<file path="config.mk">
export PLATFORM = sky130hd
export DESIGN_NAME = core_mem_arbiter_flat
export DESIGN_NICKNAME = d
export VERILOG_FILES = /design/src/rtl/core_mem_arbiter_if.sv /design/src/rtl/core_mem_arbiter.sv /design/src/flat_wrapper.sv
export SDC_FILE = /design/constraint.sdc
export NUM_CORES = 1
export LEC_CHECK = 0
export CAP_MARGIN = 40
export CORE_MARGIN = 4
export CORE_UTILIZATION = 25
export CTS_CLUSTER_DIAMETER = 60
export DETAILED_ROUTE_END_ITERATION = 8
export SLEW_MARGIN = 20
export SYNTH_ARGS = -nofsm -noshare
export SYNTH_HDL_FRONTEND = slang
export SYNTH_SLANG_ARGS = --single-unit
</file>
<file path="constraint.sdc">
create_clock -name i_clk -period 4.4 [get_ports i_clk]
set_input_delay 0.66 -clock i_clk [delete_from_list [all_inputs] [get_ports i_clk]]
set_output_delay 0.66 -clock i_clk [all_outputs]
set_load 0.1 [all_outputs]
</file>
<file path="src/rtl/core_mem_arbiter_if.sv">
// rtl/core_mem_arbiter_if.sv - fetch, data and bus signal bundle for core_mem_arbiter
//
// Purpose: groups the core fetch port, core data port and wishbone-style bus
//          port of the memory arbiter.
// Ports (arbiter view, modport slave):
//   fetch : i_ireq, i_iaddr, i_iaddr_high, i_ilong, i_iflush -> o_idata, o_ivalid, o_iexception
//   data  : i_dreq, i_dwe, i_dlong, i_daddr, i_ddata, i_dsel, i_daddr_high
//           -> o_ddata, o_dack, o_dexception
//   bus   : o_bus_cyc, o_bus_stb, o_bus_we, o_bus_long, o_bus_addr, o_bus_addr_high,
//           o_bus_data, o_bus_sel <- i_bus_data, i_bus_ack, i_bus_err
// modport master is the core/interconnect side of the same signals.
interface core_mem_arbiter_if #(
  parameter int RW     = 16,
  parameter int I_SIZE = 2 * RW
);
  logic              i_ireq;
  logic [RW-1:0]     i_iaddr;
  logic [7:0]        i_iaddr_high;
  logic              i_ilong;
  logic              i_iflush;
  logic [I_SIZE-1:0] o_idata;
  logic              o_ivalid;
  logic              o_iexception;

  logic              i_dreq;
  logic              i_dwe;
  logic              i_dlong;
  logic [RW-1:0]     i_daddr;
  logic [RW-1:0]     i_ddata;
  logic [1:0]        i_dsel;
  logic [7:0]        i_daddr_high;
  logic [RW-1:0]     o_ddata;
  logic              o_dack;
  logic              o_dexception;

  logic              o_bus_cyc;
  logic              o_bus_stb;
  logic              o_bus_we;
  logic              o_bus_long;
  logic [RW-1:0]     o_bus_addr;
  logic [7:0]        o_bus_addr_high;
  logic [RW-1:0]     o_bus_data;
  logic [1:0]        o_bus_sel;
  logic [RW-1:0]     i_bus_data;
  logic              i_bus_ack;
  logic              i_bus_err;

  modport slave (
    input  i_ireq, i_iaddr, i_iaddr_high, i_ilong, i_iflush,
    output o_idata, o_ivalid, o_iexception,
    input  i_dreq, i_dwe, i_dlong, i_daddr, i_ddata, i_dsel, i_daddr_high,
    output o_ddata, o_dack, o_dexception,
    output o_bus_cyc, o_bus_stb, o_bus_we, o_bus_long, o_bus_addr, o_bus_addr_high,
    output o_bus_data, o_bus_sel,
    input  i_bus_data, i_bus_ack, i_bus_err
  );

  modport master (
    output i_ireq, i_iaddr, i_iaddr_high, i_ilong, i_iflush,
    input  o_idata, o_ivalid, o_iexception,
    output i_dreq, i_dwe, i_dlong, i_daddr, i_ddata, i_dsel, i_daddr_high,
    input  o_ddata, o_dack, o_dexception,
    input  o_bus_cyc, o_bus_stb, o_bus_we, o_bus_long, o_bus_addr, o_bus_addr_high,
    input  o_bus_data, o_bus_sel,
    output i_bus_data, i_bus_ack, i_bus_err
  );
endinterface

</file>
<file path="src/rtl/core_mem_arbiter.sv">
// rtl/core_mem_arbiter.sv - shares one 16-bit bus between a core's fetch and data ports
//
// Purpose: arbitrates fetch and data requests onto a single wishbone-style bus.
//          Data wins by default; a starvation counter forces a fetch grant after
//          MAX_STARVE consecutive data grants. A 32-bit fetch is two 16-bit beats.
//          Timeouts and bus errors end the transaction with an exception pulse.
// Ports:
//   i_clk  clock
//   i_rst  asynchronous reset, active-high
//   io     core_mem_arbiter_if.slave (fetch port, data port, bus port)
module core_mem_arbiter #(
  parameter int RW         = 16,
  parameter int I_SIZE     = 2 * RW,
  parameter int MAX_STARVE = 4,
  parameter int TIMEOUT    = 255
) (
  input logic               i_clk,
  input logic               i_rst,
  core_mem_arbiter_if.slave io
);

  localparam int SW = $clog2(MAX_STARVE + 1);
  localparam int TW = $clog2(TIMEOUT + 1);
  localparam logic [SW-1:0] STARVE_MAX = SW'(MAX_STARVE);
  localparam logic [TW-1:0] TMO_LAST   = TW'(TIMEOUT - 1);

  typedef enum logic [1:0] {IDLE, DATA, I_LO, I_HI} state_t;

  state_t            r_state, w_state;
  logic [SW-1:0]     r_starve, w_starve;
  logic [TW-1:0]     r_tmo, w_tmo;
  logic              r_kill, w_kill_nxt;
  logic [RW-1:0]     r_ilo, w_ilo;

  logic              r_cyc, w_cyc;
  logic              r_stb, w_stb;
  logic              r_we, w_we;
  logic              r_long, w_long;
  logic [RW-1:0]     r_addr, w_addr;
  logic [7:0]        r_addr_high, w_addr_high;
  logic [RW-1:0]     r_wdata, w_wdata;
  logic [1:0]        r_sel, w_sel;

  logic [I_SIZE-1:0] r_idata, w_idata;
  logic              r_ivalid, w_ivalid;
  logic              r_iexc, w_iexc;
  logic [RW-1:0]     r_ddata, w_ddata;
  logic              r_dack, w_dack;
  logic              r_dexc, w_dexc;

  logic              w_data_wins, w_grant_d, w_grant_i;
  logic              w_ack, w_abort, w_stall, w_killed, w_end;
  logic [RW-1:0]     w_ilo_addr, w_ihi_addr;
  logic [7:0]        w_iaddr_high, w_daddr_high;
  logic              w_unused_ihigh;

  assign w_unused_ihigh = io.i_iaddr_high[7];

  // A held request must not be regranted in the cycle its completion pulse is
  // visible. When data would win but is blocked by o_dack, nothing is granted,
  // so a continuously held fetch still waits for the starvation limit.
  assign w_data_wins = io.i_dreq && !(io.i_ireq && r_starve == STARVE_MAX);
  assign w_grant_d   = w_data_wins && !r_dack;
  assign w_grant_i   = io.i_ireq && !w_data_wins && !r_ivalid;

  // The fetch address counts 32-bit words; the beat address counts 16-bit words.
  // The bit shifted out of i_iaddr always lands in addr_high[0] so short fetches
  // above 0x7FFF do not alias; i_iaddr_high contributes only when long.
  assign w_ilo_addr    = {io.i_iaddr[RW-2:0], 1'b0};
  assign w_ihi_addr    = {io.i_iaddr[RW-2:0], 1'b1};
  assign w_iaddr_high  = {io.i_ilong ? io.i_iaddr_high[6:0] : 7'd0, io.i_iaddr[RW-1]};
  assign w_daddr_high  = io.i_dlong ? io.i_daddr_high : 8'd0;

  // Beat outcome; err beats ack in the same cycle. Only strobed cycles count.
  assign w_ack    = r_stb && io.i_bus_ack && !io.i_bus_err;
  assign w_stall  = r_stb && !io.i_bus_ack && !io.i_bus_err;
  assign w_abort  = (r_stb && io.i_bus_err) || (w_stall && r_tmo == TMO_LAST);
  assign w_killed = r_kill || io.i_iflush;

  always_comb begin
    w_state     = r_state;
    w_starve    = r_starve;
    w_tmo       = r_tmo;
    w_kill_nxt  = r_kill;
    w_ilo       = r_ilo;
    w_cyc       = r_cyc;
    w_stb       = r_stb;
    w_we        = r_we;
    w_long      = r_long;
    w_addr      = r_addr;
    w_addr_high = r_addr_high;
    w_wdata     = r_wdata;
    w_sel       = r_sel;
    w_idata     = r_idata;
    w_ivalid    = 1'b0;
    w_iexc      = 1'b0;
    w_ddata     = r_ddata;
    w_dack      = 1'b0;
    w_dexc      = 1'b0;
    w_end       = 1'b0;

    if (w_stall) w_tmo = r_tmo + 1'b1;

    unique case (r_state)
      IDLE: begin
        if (w_grant_d) begin
          w_state     = DATA;
          w_tmo       = '0;
          w_cyc       = 1'b1;
          w_stb       = 1'b1;
          w_we        = io.i_dwe;
          w_long      = io.i_dlong;
          w_addr      = io.i_daddr;
          w_addr_high = w_daddr_high;
          w_wdata     = io.i_ddata;
          w_sel       = io.i_dsel;
          if (io.i_ireq && r_starve != STARVE_MAX) w_starve = r_starve + 1'b1;
        end else if (w_grant_i) begin
          w_state     = I_LO;
          w_tmo       = '0;
          w_starve    = '0;
          w_kill_nxt  = 1'b0;
          w_cyc       = 1'b1;
          w_stb       = 1'b1;
          w_we        = 1'b0;
          w_long      = io.i_ilong;
          w_addr      = w_ilo_addr;
          w_addr_high = w_iaddr_high;
          w_wdata     = '0;
          w_sel       = 2'b11;
        end
      end
      DATA: begin
        if (w_abort) begin
          w_dack  = 1'b1;
          w_dexc  = 1'b1;
          w_ddata = '0;
          w_end   = 1'b1;
        end else if (w_ack) begin
          w_dack  = 1'b1;
          w_ddata = io.i_bus_data;
          w_end   = 1'b1;
        end
      end
      I_LO: begin
        w_kill_nxt = w_killed;
        if (w_abort) begin
          w_end = 1'b1;
          if (!w_killed) begin
            w_ivalid = 1'b1;
            w_iexc   = 1'b1;
            w_idata  = '0;
          end
        end else if (w_ack) begin
          // One idle strobe cycle separates the beats; cyc is kept asserted.
          w_ilo   = io.i_bus_data;
          w_stb   = 1'b0;
          w_addr  = w_ihi_addr;
          w_tmo   = '0;
          w_state = I_HI;
        end
      end
      I_HI: begin
        w_kill_nxt = w_killed;
        if (!r_stb) w_stb = 1'b1;
        if (w_abort) begin
          w_end = 1'b1;
          if (!w_killed) begin
            w_ivalid = 1'b1;
            w_iexc   = 1'b1;
            w_idata  = '0;
          end
        end else if (w_ack) begin
          w_end = 1'b1;
          if (!w_killed) begin
            w_ivalid = 1'b1;
            w_idata  = {io.i_bus_data, r_ilo};
          end
        end
      end
      default: w_state = IDLE;
    endcase

    if (w_end) begin
      w_state     = IDLE;
      w_cyc       = 1'b0;
      w_stb       = 1'b0;
      w_we        = 1'b0;
      w_long      = 1'b0;
      w_addr      = '0;
      w_addr_high = '0;
      w_wdata     = '0;
      w_sel       = '0;
    end
  end

  always_ff @(posedge i_clk or posedge i_rst) begin
    if (i_rst) begin
      r_state     <= IDLE;
      r_starve    <= '0;
      r_tmo       <= '0;
      r_kill      <= 1'b0;
      r_ilo       <= '0;
      r_cyc       <= 1'b0;
      r_stb       <= 1'b0;
      r_we        <= 1'b0;
      r_long      <= 1'b0;
      r_addr      <= '0;
      r_addr_high <= '0;
      r_wdata     <= '0;
      r_sel       <= '0;
      r_idata     <= '0;
      r_ivalid    <= 1'b0;
      r_iexc      <= 1'b0;
      r_ddata     <= '0;
      r_dack      <= 1'b0;
      r_dexc      <= 1'b0;
    end else begin
      r_state     <= w_state;
      r_starve    <= w_starve;
      r_tmo       <= w_tmo;
      r_kill      <= w_kill_nxt;
      r_ilo       <= w_ilo;
      r_cyc       <= w_cyc;
      r_stb       <= w_stb;
      r_we        <= w_we;
      r_long      <= w_long;
      r_addr      <= w_addr;
      r_addr_high <= w_addr_high;
      r_wdata     <= w_wdata;
      r_sel       <= w_sel;
      r_idata     <= w_idata;
      r_ivalid    <= w_ivalid;
      r_iexc      <= w_iexc;
      r_ddata     <= w_ddata;
      r_dack      <= w_dack;
      r_dexc      <= w_dexc;
    end
  end

  assign io.o_bus_cyc       = r_cyc;
  assign io.o_bus_stb       = r_stb;
  assign io.o_bus_we        = r_we;
  assign io.o_bus_long      = r_long;
  assign io.o_bus_addr      = r_addr;
  assign io.o_bus_addr_high = r_addr_high;
  assign io.o_bus_data      = r_wdata;
  assign io.o_bus_sel       = r_sel;
  assign io.o_idata         = r_idata;
  assign io.o_ivalid        = r_ivalid;
  assign io.o_iexception    = r_iexc;
  assign io.o_ddata         = r_ddata;
  assign io.o_dack          = r_dack;
  assign io.o_dexception    = r_dexc;

endmodule

</file>
<file path="src/flat_wrapper.sv">
// flat-port wrapper written by rule: the top's interface ports become plain ports
module core_mem_arbiter_flat 
#(
  parameter int RW         = 16,
  parameter int I_SIZE     = 2 * RW,
  parameter int MAX_STARVE = 4,
  parameter int TIMEOUT    = 255
)
  (i_clk, i_rst, io_i_ireq, io_i_iaddr, io_i_iaddr_high, io_i_ilong, io_i_iflush, io_o_idata, io_o_ivalid, io_o_iexception, io_i_dreq, io_i_dwe, io_i_dlong, io_i_daddr, io_i_ddata, io_i_dsel, io_i_daddr_high, io_o_ddata, io_o_dack, io_o_dexception, io_o_bus_cyc, io_o_bus_stb, io_o_bus_we, io_o_bus_long, io_o_bus_addr, io_o_bus_addr_high, io_o_bus_data, io_o_bus_sel, io_i_bus_data, io_i_bus_ack, io_i_bus_err);
  core_mem_arbiter_if #(.RW(RW), .I_SIZE(I_SIZE)) io_i ();
  input logic i_clk;
  input logic i_rst;
  input wire logic [$bits(io_i.i_ireq)-1:0] io_i_ireq;
  input wire logic [$bits(io_i.i_iaddr)-1:0] io_i_iaddr;
  input wire logic [$bits(io_i.i_iaddr_high)-1:0] io_i_iaddr_high;
  input wire logic [$bits(io_i.i_ilong)-1:0] io_i_ilong;
  input wire logic [$bits(io_i.i_iflush)-1:0] io_i_iflush;
  output wire logic [$bits(io_i.o_idata)-1:0] io_o_idata;
  output wire logic [$bits(io_i.o_ivalid)-1:0] io_o_ivalid;
  output wire logic [$bits(io_i.o_iexception)-1:0] io_o_iexception;
  input wire logic [$bits(io_i.i_dreq)-1:0] io_i_dreq;
  input wire logic [$bits(io_i.i_dwe)-1:0] io_i_dwe;
  input wire logic [$bits(io_i.i_dlong)-1:0] io_i_dlong;
  input wire logic [$bits(io_i.i_daddr)-1:0] io_i_daddr;
  input wire logic [$bits(io_i.i_ddata)-1:0] io_i_ddata;
  input wire logic [$bits(io_i.i_dsel)-1:0] io_i_dsel;
  input wire logic [$bits(io_i.i_daddr_high)-1:0] io_i_daddr_high;
  output wire logic [$bits(io_i.o_ddata)-1:0] io_o_ddata;
  output wire logic [$bits(io_i.o_dack)-1:0] io_o_dack;
  output wire logic [$bits(io_i.o_dexception)-1:0] io_o_dexception;
  output wire logic [$bits(io_i.o_bus_cyc)-1:0] io_o_bus_cyc;
  output wire logic [$bits(io_i.o_bus_stb)-1:0] io_o_bus_stb;
  output wire logic [$bits(io_i.o_bus_we)-1:0] io_o_bus_we;
  output wire logic [$bits(io_i.o_bus_long)-1:0] io_o_bus_long;
  output wire logic [$bits(io_i.o_bus_addr)-1:0] io_o_bus_addr;
  output wire logic [$bits(io_i.o_bus_addr_high)-1:0] io_o_bus_addr_high;
  output wire logic [$bits(io_i.o_bus_data)-1:0] io_o_bus_data;
  output wire logic [$bits(io_i.o_bus_sel)-1:0] io_o_bus_sel;
  input wire logic [$bits(io_i.i_bus_data)-1:0] io_i_bus_data;
  input wire logic [$bits(io_i.i_bus_ack)-1:0] io_i_bus_ack;
  input wire logic [$bits(io_i.i_bus_err)-1:0] io_i_bus_err;
  assign io_i.i_ireq = io_i_ireq;
  assign io_i.i_iaddr = io_i_iaddr;
  assign io_i.i_iaddr_high = io_i_iaddr_high;
  assign io_i.i_ilong = io_i_ilong;
  assign io_i.i_iflush = io_i_iflush;
  assign io_o_idata = io_i.o_idata;
  assign io_o_ivalid = io_i.o_ivalid;
  assign io_o_iexception = io_i.o_iexception;
  assign io_i.i_dreq = io_i_dreq;
  assign io_i.i_dwe = io_i_dwe;
  assign io_i.i_dlong = io_i_dlong;
  assign io_i.i_daddr = io_i_daddr;
  assign io_i.i_ddata = io_i_ddata;
  assign io_i.i_dsel = io_i_dsel;
  assign io_i.i_daddr_high = io_i_daddr_high;
  assign io_o_ddata = io_i.o_ddata;
  assign io_o_dack = io_i.o_dack;
  assign io_o_dexception = io_i.o_dexception;
  assign io_o_bus_cyc = io_i.o_bus_cyc;
  assign io_o_bus_stb = io_i.o_bus_stb;
  assign io_o_bus_we = io_i.o_bus_we;
  assign io_o_bus_long = io_i.o_bus_long;
  assign io_o_bus_addr = io_i.o_bus_addr;
  assign io_o_bus_addr_high = io_i.o_bus_addr_high;
  assign io_o_bus_data = io_i.o_bus_data;
  assign io_o_bus_sel = io_i.o_bus_sel;
  assign io_i.i_bus_data = io_i_bus_data;
  assign io_i.i_bus_ack = io_i_bus_ack;
  assign io_i.i_bus_err = io_i_bus_err;
  core_mem_arbiter #(.RW(RW), .I_SIZE(I_SIZE), .MAX_STARVE(MAX_STARVE), .TIMEOUT(TIMEOUT)) u_core (.i_clk(i_clk), .i_rst(i_rst), .io(io_i));
endmodule
</file>
==> impl_summary.txt <==
----------------------------------------------------
[Setup path]
  FF-to-FF setup slack ... 2200 ps
  Arr. time, crit path ... 2790 ps
  Count of buffer and inverter cells on the critical path ... 2
  Crit path max-delay cell type ... or3_1
  Delay-heaviest family, CP ... simple AND/OR/NAND/NOR gates
  Cells along the critical path ... clkdlybuf4s50_1, or3b_1, or3_1, buf_8, o211ai_1, mux2i_1
  Critical register-to-register path startpoint ... u_core.io.o_bus_stb$_DFFE_PP0P_
  Required time of the critical path ... 4670 ps
  Crit Path Class ... in -> reg
  Max FO, Critical Path ... 18
  Worst reg-to-reg path cell count ... 5
  Capturing point of the worst reg2reg path ... u_core.io.o_bus_addr[15]$_DFFE_PP0P_
  Cell count along the critical path ... 6
  Slowest cell delay on critical path ... 610 ps
  CP Launch Type ... input pin
  Worst setup EP type ... flop

[CTS]
  CTS tree ... yes
  # H-tree levels ... 4
  # Post-CTS Setup Buffers ... 0
  Clock Latency Late Sink ... 410 ps
  Clock sink count ... 128
  TritonCTS buffer count ... 17
  Post-cts gate resize count ... 0
  Root Driver ... clkbuf_16
  CTS hold repair buffers ... 0
  Clock-pin transition on the worst setup and hold timing paths ... 60 ps
  Bufs on Longest Clock Path ... 2

[Finish]
  Antenna cell count ... 0
  Synthesis-to-layout area growth ... 86.50%
  Ratio of cells with drive above 1 in the final layout ... 22.24%
  Count of fill cells added during filler insertion ... 1,948
  Final net count ... 879

[Timing]
  Count of final hold-check violations ... 0
  Final WS setup ... 1888 ps
  Final count of pins violating max slew ... 0
  Transition at the pin with the smallest max-transition slack ... 651.0 ps
  Setup Skew ... 10.56 ps
  Fraction of the cycle the final worst path needs ... 57.09%
  Setup Viol. Count Final ... 0
  Min Tclk post-route ... 2512 ps
  Unrepaired setup endpoints after global routing ... no
  Total negative slack ... 0 ps
  F_max ... 398.1 MHz
  Worst slew margin ... 56.60%

[Yosys]
  Netlist area before placement ... 5822 µm²
  Primary FF master, synth ... dfrtp_1
  Mean area per synthesized cell ... 11.67 µm²
  Number of library cell types mapped by synthesis ... 47
  Synthesized Nets ... 595
  FFs w/ async S/R, synth ... 100.0%
  Cell count after synthesis ... 499
  Sequential share of the synthesized area ... 55.02%
  Count of flip-flops with a built-in enable after synthesis ... 0
  #FFs+latches synth ... 128
  Warnings, synthesis ... 0

[Floorplan]
  Initial cell density of the core ... 25.56%
  Overall die width ... 160.6 µm
  Floorplan die height ... 160.6 µm
  Floorplan Core Area ... 22,780 µm²
  Top-level port count ... 190
  Die area ... 25,790 µm²
  Cell row count ... 55

[Routing]
  Total number of vias ... 5,170
  Via density per instance ... 4.662
  DRT iter0 DRCs ... 316
  Detailed-routing iteration count for the pre-antenna-repair pass ... 4
  Detailed-route DRC error count ... 0
  Routed wire length ... 19.76 mm
  Post-route antenna net violation count ... 0
  Per-cell routed wire length ... 17.82 µm

[Outcome]
  Outcome ... finished, final reports clean

[Placed design]
  Hpwl dp ... 13.91 mm
  Placement Setup Slack ... 1488 ps
  IO buf count ... 188
  Placer Congestion ... 0.7693

[Hold path]
  Hold Path Cell Cnt ... 1
  Worst hold start ... u_core.r_ilo[6]$_DFFE_PP0P_
  Worst Hold Endpoint ... u_core.io.o_idata[6]$_DFFE_PP0P_
  HP Class ... reg -> reg

[Power and ir drop]
  Leakage dissipation ... 4.799 nW
  Total power after layout ... 0.009415 W
  Cell Pwr Density ... 867.1 nW/µm²
  Largest voltage drop on the vdd net ... 605.9 µV

[GRT]
  Pin count of the biggest net entering global routing ... 72
  Vias in the first global route ... 5,552
  Combined global-route utilization of all metal layers ... 15.46%
  Global route total overflow ... 0
  First-pass GRT wire length ... 31.96 mm
  Antenna violations before repair ... 1

[Run]
  MaxCap Viol Count ... 0

----------------------------------------------------
-- metrics by stage --
stage / cell area, µm² / cells / hold WS, ps / utilization, %
floorplan: 5822 / 499 / 462.0 / -
global placement: 8016 / 973 / 469.6 / 35.19
detailed placement: 10230 / 1077 / 476.2 / 44.90
CTS: 10860 / 1109 / 489.3 / 47.67
global route: 10860 / 1109 / 511.1 / 47.67
finish: 10860 / 1109 / 489.3 / 47.67
-- how the worst max path moves through the flow --
stage	end	slack, ps	start
2_1_floorplan	u_core.io.o_bus_addr[0]$_DFFE_PP0P_	330	i_rst
3_3_place_gp	u_core.io.o_bus_addr[0]$_DFFE_PP0P_	1200	io_i_bus_err
6_report	u_core.io.o_bus_addr[15]$_DFFE_PP0P_	1890	io_i_bus_err
5_1_grt	u_core.io.o_bus_addr[15]$_DFFE_PP0P_	1790	io_i_bus_err
4_1_cts	io_o_bus_stb	1880	u_core.io.o_bus_stb$_DFFE_PP0P_
3_5_place_dp	u_core.io.o_bus_addr_high[7]$_DFFE_PP0P_	1490	io_i_bus_err
-- cell usage after synthesis (all sizes together) (3+ instances only) --
library cell	instances	area (µm²)
nand4	5	31.28
ha	4	50.05
xor2	5	43.79
nand2b	3	18.77
mux2	18	206.4
nand2	23	86.33
a221oi	3	26.28
o211ai	26	195.2
and3	6	37.54
nand3	7	35.03
dfrtp	128	3203
clkbuf	25	95.09
and4	16	140.1
nor2b	4	25.02
mux2i	29	290.3
inv	33	123.9
o31a	15	131.4
nor2	19	71.32
a211oi	3	22.52
a22o	65	569.3
buf	16	98.85
nor3	10	50.05
a21oi	12	63.81
-- sequential cells by signal, indices dropped and copies added, names as in the netlist, 2 cells and up --
name / count
u_core.io.o_idata: 32
u_core.io.o_bus_addr: 16
u_core.io.o_bus_data: 16
u_core.io.o_ddata: 16
u_core.r_ilo: 16
u_core.io.o_bus_addr_high: 8
u_core.r_tmo: 8
u_core.r_starve: 3
u_core.io.o_bus_sel: 2
u_core.r_state: 2
-- cell families after synthesis --
| logic type | count (synthesis) | synth area share [%] |
|---|---|---|
| DFF | 128 | 55.02 |
| and+or+nand+nor | 100 | 9.607 |
| adders and majority gates | 4 | 0.8597 |
| xor gates and xnor gates | 7 | 1.053 |
| AOI/OAI and AO/OA | 139 | 19.47 |
| muxes | 47 | 8.532 |
| buffers and inverters | 74 | 5.459 |
-- power by group --
group	switching, W	internal [W]
registers	0.000276	0.00159
logic	0.00357	0.00247
clock network	0.000553	0.000965
total	0.00439	0.00502
-- cell type report --
class | instances | area (µm²) | share of cell area, %
timing repair buffer | 306 | 4198 | 38.66
clock inverter | 13 | 187.7 | 1.729
clock buffer | 19 | 442.9 | 4.079
inverter | 33 | 128.9 | 1.187
sequential | 128 | 3203 | 29.50
multi-input combinational | 297 | 2306 | 21.24
tap | 313 | 391.6 | 3.607
-- cell usage in the layout, fill, tap and decap left out, types with 3 or more instances in the layout --
cell type	n
a21oi_1	11
nand2b_1	3
nor2b_1	3
clkbuf_16	17
buf_8	49
dfrtp_1	128
nand3_1	7
buf_4	14
nor3_1	10
mux2_2	17
and3_1	6
ha_1	4
o31a_1	15
mux2i_1	29
clkinv_4	4
clkinvlp_4	3
buf_16	53
clkdlybuf4s50_1	188
nor2_1	18
nand2_1	23
xor2_1	5
a211oi_1	3
o211ai_1	26
inv_1	32
a22o_1	65
a221oi_1	3
nand4_1	5
and4_1	16
bufinv_16	4
-- routing by layer --
layer / vias to the layer above / global-route usage [%] / part of all wire, %
met5: - / 0 / 0.091
met4: 2 / 3.402 / 1.2
met3: 21 / 5.183 / 8.3
met2: 216 / 24.33 / 46
met1: 2521 / 20.77 / 44
li1: 2410 / - / -
No activity file was read; power rests on OpenSTA's default activity.
